## config.mk

```make
export PLATFORM = sky130hd
export DESIGN_NAME = mem_port_arbiter
export DESIGN_NICKNAME = d
export VERILOG_FILES = /design/src/rtl/mem_port_arbiter_pkg.sv /design/src/rtl/mem_port_arbiter_tag_pipe.sv /design/src/rtl/mem_port_arbiter.sv
export SDC_FILE = /design/constraint.sdc
export NUM_CORES = 1
export LEC_CHECK = 0
export CORE_AREA = 2 2 105 107
export DETAILED_ROUTE_END_ITERATION = 8
export DIE_AREA = 0 0 107 109
export SYNTH_ARGS = -nofsm -noshare
export SYNTH_HDL_FRONTEND = slang
export SYNTH_SLANG_ARGS = --single-unit
```

## constraint.sdc

```tcl
create_clock -name clk -period 4.1 [get_ports clk]
set_input_delay 0.82 -clock clk [delete_from_list [all_inputs] [get_ports clk]]
set_output_delay 0.82 -clock clk [all_outputs]
set_load 0.02 [all_outputs]
```

## src/rtl/mem_port_arbiter_pkg.sv

```systemverilog
// ============================================================================
// mem_port_arbiter_pkg : shared owner/tag types for the memory port arbiter
// Revision: 1.0
// ============================================================================
`default_nettype none

package mem_port_arbiter_pkg;

  typedef enum logic {
    OWN_I = 1'b0,
    OWN_D = 1'b1
  } owner_e;

  typedef struct packed {
    logic   valid;
    owner_e owner;
  } tag_t;

  localparam tag_t TAG_NONE = '{valid: 1'b0, owner: OWN_I};

endpackage

`default_nettype wire

```

## src/rtl/mem_port_arbiter_tag_pipe.sv

```systemverilog
// ============================================================================
// arb_tag_pipe : MEM_LAT-deep {valid, owner} shift pipe with fetch-tag clear
// Revision: 1.0
// ============================================================================
`default_nettype none

module arb_tag_pipe
  import mem_port_arbiter_pkg::*;
#(
  parameter int MEM_LAT = 2
) (
  input  logic clk,
  input  logic reset,
  input  tag_t push_tag,
  input  logic clear_i,
  output tag_t head
);

  tag_t stage_q [MEM_LAT];
  tag_t stage_d [MEM_LAT];

  // Fetch tags are dropped as they shift so a flush kills every I read in flight.
  always_comb begin
    stage_d[0] = push_tag;
    for (int k = 1; k < MEM_LAT; k++) begin
      stage_d[k] = stage_q[k-1];
      if (clear_i && stage_q[k-1].owner == OWN_I) begin
        stage_d[k].valid = 1'b0;
      end
    end
  end

  always_ff @(posedge clk) begin
    if (!reset) begin
      for (int k = 0; k < MEM_LAT; k++) begin
        stage_q[k] <= TAG_NONE;
      end
    end else begin
      stage_q <= stage_d;
    end
  end

  assign head = stage_q[MEM_LAT-1];

endmodule

`default_nettype wire

```

## src/rtl/mem_port_arbiter.sv

```systemverilog
// ============================================================================
// mem_port_arbiter : shares one pipelined memory port between fetch and data
// Revision: 1.0
// ============================================================================
`default_nettype none

module mem_port_arbiter
  import mem_port_arbiter_pkg::*;
#(
  parameter int ADDR_W     = 32,
  parameter int DATA_W     = 32,
  parameter int MEM_LAT    = 2,
  parameter int STARVE_MAX = 4
) (
  input  logic                clk,
  input  logic                reset,
  input  logic                i_req,
  input  logic [ADDR_W-1:0]   i_addr,
  input  logic                i_flush,
  output logic                i_gnt,
  output logic                i_rvalid,
  output logic [DATA_W-1:0]   i_rdata,
  input  logic                d_req,
  input  logic [ADDR_W-1:0]   d_addr,
  input  logic [DATA_W-1:0]   d_wdata,
  input  logic [DATA_W/8-1:0] d_byteen,
  output logic                d_gnt,
  output logic                d_rvalid,
  output logic [DATA_W-1:0]   d_rdata,
  output logic                mem_en,
  output logic [ADDR_W-1:0]   mem_addr,
  output logic [DATA_W-1:0]   mem_wdata,
  output logic [DATA_W/8-1:0] mem_byteen,
  input  logic [DATA_W-1:0]   mem_rdata
);

  localparam int STARVE_W = $clog2(STARVE_MAX + 1);
  localparam logic [STARVE_W-1:0] STARVE_LIMIT = STARVE_W'(STARVE_MAX);

  logic [STARVE_W-1:0] starve_q, starve_d;
  logic                i_win;
  tag_t                push_tag;
  tag_t                head;

  always_comb begin
    // D normally wins; a starved fetch takes one grant unless it is being flushed.
    i_win      = i_req && !i_flush && (!d_req || starve_q == STARVE_LIMIT);
    i_gnt      = reset && i_win;
    d_gnt      = reset && d_req && !i_win;
    mem_en     = i_gnt | d_gnt;
    mem_addr   = '0;
    mem_wdata  = '0;
    mem_byteen = '0;
    push_tag   = TAG_NONE;
    if (d_gnt) begin
      mem_addr   = d_addr;
      mem_wdata  = d_wdata;
      mem_byteen = d_byteen;
      if (d_byteen == '0) begin
        push_tag = '{valid: 1'b1, owner: OWN_D};
      end
    end else if (i_gnt) begin
      mem_addr = i_addr;
      push_tag = '{valid: 1'b1, owner: OWN_I};
    end
    starve_d = starve_q;
    if (!i_req || i_gnt) begin
      starve_d = '0;
    end else if (starve_q != STARVE_LIMIT) begin
      starve_d = starve_q + STARVE_W'(1);
    end
  end

  always_ff @(posedge clk) begin
    if (!reset) begin
      starve_q <= '0;
    end else begin
      starve_q <= starve_d;
    end
  end

  arb_tag_pipe #(
    .MEM_LAT (MEM_LAT)
  ) u_tag_pipe (
    .clk      (clk),
    .reset    (reset),
    .push_tag (push_tag),
    .clear_i  (i_flush),
    .head     (head)
  );

  assign i_rvalid = reset && head.valid && head.owner == OWN_I && !i_flush;
  assign d_rvalid = reset && head.valid && head.owner == OWN_D;
  assign i_rdata  = mem_rdata;
  assign d_rdata  = mem_rdata;

endmodule

`default_nettype wire
```

==> results.cfg <==
[clock_tree]
clock_sinks = 7
cts_tree = built
clock_path_buffers = 2
cts_resized = 0
htreeDepth = 1
cts_setup_buffers = 0
root_buffer = clkbuf_8
cts_hold_buf = 0
clk_pin_slew_ns = 0.04
insertion_delay_ns = 0.22
cts_made_buffers = 3

[timing]
tightest_slew_ns = 0.322
finalMaxSlewViolations = 0
hold_slack_ns = 0.447
hold_violations = 0
rsz0062_at_grt = false
clock.fmax_ghz = 0.267
fin_crit_ns = 3.75
finClkSkew_ns = 0.00261
tns_ns = 0
min_period_over_period_pct = 91.4
setup_viol = 0
slew_headroom_pct = 78.5
setup_slack_ns = 0.352

[route]
first_pass_iters = 4
met2WireLength_microns = 3030
antenna_left = 0
wl_per_cell_microns = 13.6
drt-total-wl_microns = 5840
drc_errors = 0
vias = 1622
routed.top_layer = met4
route.met3.wl_microns = 622
via_per_inst = 3.78
met1_length_microns = 1990
drt_iter0_markers = 62

[floorplan]
num_rows = 38
start_util_pct = 13.4
floorplan.core_area_sq_um = 10600
die_h_microns = 109
die_w_microns = 107
dieArea_sq_um = 11700
io_pins = 274

[worst_setup_path]
ff2ff_setup_slack_ns = 2.62
cp_cell_sequence = clkdlybuf4s50_1, nand2_4, a211oi_4, buf_12, a22o_1, clkdlybuf4s50_1
crit_buf_inv = 3
critPathLaunchType = primary input
path_class = in -> out
crit_top_cell = clkdlybuf4s50_1
critPathTopFamily = buffers and inverters
critical_path_arrival_ns = 2.93
required_ns = 3.28
slowest_delay_ns = 0.66
cp_slowest_cell = clkdlybuf4s50_1
cp_max_fo = 25
crit_path_end_kind = primary output

[final_layout]
mostFrequentLayoutCell = clkdlybuf4s50_1
fill_cells = 1155
diodes = 0
syn2layout_area_growth_pct = 104
seqCellArea_sq_um = 140
final_cell_mix = 177 x clkdlybuf4s50_1, 36 x and2_1, 32 x a22o_1
multiInputGateArea_sq_um = 706
drive_gt1_share_pct = 5.19
utilization_pct = 27.3
fin_nets = 429

[placed_design]
dp_slack_ns = 0.291
place_congestion = 0.672
portBuffers = 177
hpwl_microns = 5090

[pwr]
power_leakage_nw = 1.07
ir_drop_uv = 66.4
power_w = 0.000426
p_per_area_nw_per_um2 = 147

[logic_synthesis]
synth_cell_types = 27
synth_area_sq_um = 1420
syn_inst = 178
synth_warnings = 0
synth_seq_cells = 7
syn-num-nets = 317
syn_area_per_cell_sq_um = 7.99
yosysSeqAreaShare_pct = 9.85

[outcome]
status = complete, no violations

[global_route]
grt_pass1_wl_microns = 8170
antenna_found_initial = 0
overflow = 0
first_global_vias = 1655
track_usage_pct = 8.69
grt_max_degree = 36

[worst_hold_path]
hold_class = reg -> reg

[run]
drv_cap = 0
## per-stage QoR
step	instances	cell area, sq um
global placement	425	2850
detailed placement	425	2850
finish	429	2900
CTS	429	2900
floorplan	178	1420
global route	429	2900
## synthesized netlist by cell type
cell type / instances / area [sq um]
o21ai_0: 1 / 5.00
nand2_1: 2 / 7.51
mux2i_1: 1 / 10.0
nor3_1: 4 / 20.0
inv_1: 4 / 15.0
o311ai_4: 1 / 26.3
buf_6: 5 / 56.3
a21o_2: 1 / 8.76
ha_1: 2 / 25.0
a22o_1: 32 / 280
o21bai_1: 1 / 7.51
and2_2: 1 / 7.51
and3_2: 1 / 7.51
nand3b_1: 1 / 7.51
inv_2: 1 / 3.75
clkbuf_1: 3 / 11.3
nand2_2: 1 / 6.26
or4_1: 1 / 7.51
nor2_1: 1 / 3.75
dfxtp_1: 7 / 140
nand2_4: 1 / 11.3
xnor2_1: 1 / 8.76
a211oi_4: 1 / 20.0
buf_2: 2 / 10.0
and2_1: 36 / 225
a21oi_1: 2 / 10.0
buf_4: 64 / 480
## layout make-up
class	instances	share of cell area (%)
Multi-Input combinational cell	92	24.3
Tap cell	140	6.04
Inverter	5	0.647
Sequential cell	7	4.83
Clock buffer	4	1.55
Timing Repair Buffer	181	62.6
## registers in the layout (all words and copies together), names as in the netlist
signal              flops
u_tag_pipe.stage_d      1
u_tag_pipe.stage_q      1
starve_q                3
u_tag_pipe.head         2
## path summary, 6_finish.rpt
| kind | from | end | cells past startpoint |
|---|---|---|---|
| max | reset | mem_addr[17] | 6 |
| max reg2reg | starve_q[0] | u_tag_pipe.stage_q[3] | 6 |
| min | u_tag_pipe.stage_q[3] | u_tag_pipe.head[1] | 2 |
| min reg2reg | u_tag_pipe.stage_q[3] | u_tag_pipe.head[1] | 2 |
## per-layer routing
layer / vias to the layer above / global-route usage (%)
met1: 728 / 8.85
met3: 26 / 2.09
li1: 761 / -
met2: 107 / 16.5
met4: 0 / 4.45
met5: - / 0
## logic make-up after synthesis
group / after synthesis / share of synthesized area [%]
AND/OR/NAND/NOR: 49 / 21.4
AO/OA/AOI/OAI: 39 / 25.2
flip-flops: 7 / 9.85
XOR/XNOR: 1 / 0.616
adder cells (fa/ha/maj): 2 / 1.76
multiplexers: 1 / 0.704
buffers and inverters: 79 / 40.5
## tightest hold or removal path: cells and delay by family, from the launching register on
| kind | cells | cell delay (ns) |
|---|---|---|
| AOI/OAI and AO/OA | 1 | 0.04 |
| DFF | 1 | 0.29 |
| and+or+nand+nor | 1 | 0.07 |
## power breakdown
part           switching, W  internal, W
Combinational     0.0000963     0.000164
Sequential      0.000000972    0.0000699
Clock             0.0000276    0.0000671
No activity file was read; power rests on OpenSTA's default activity.
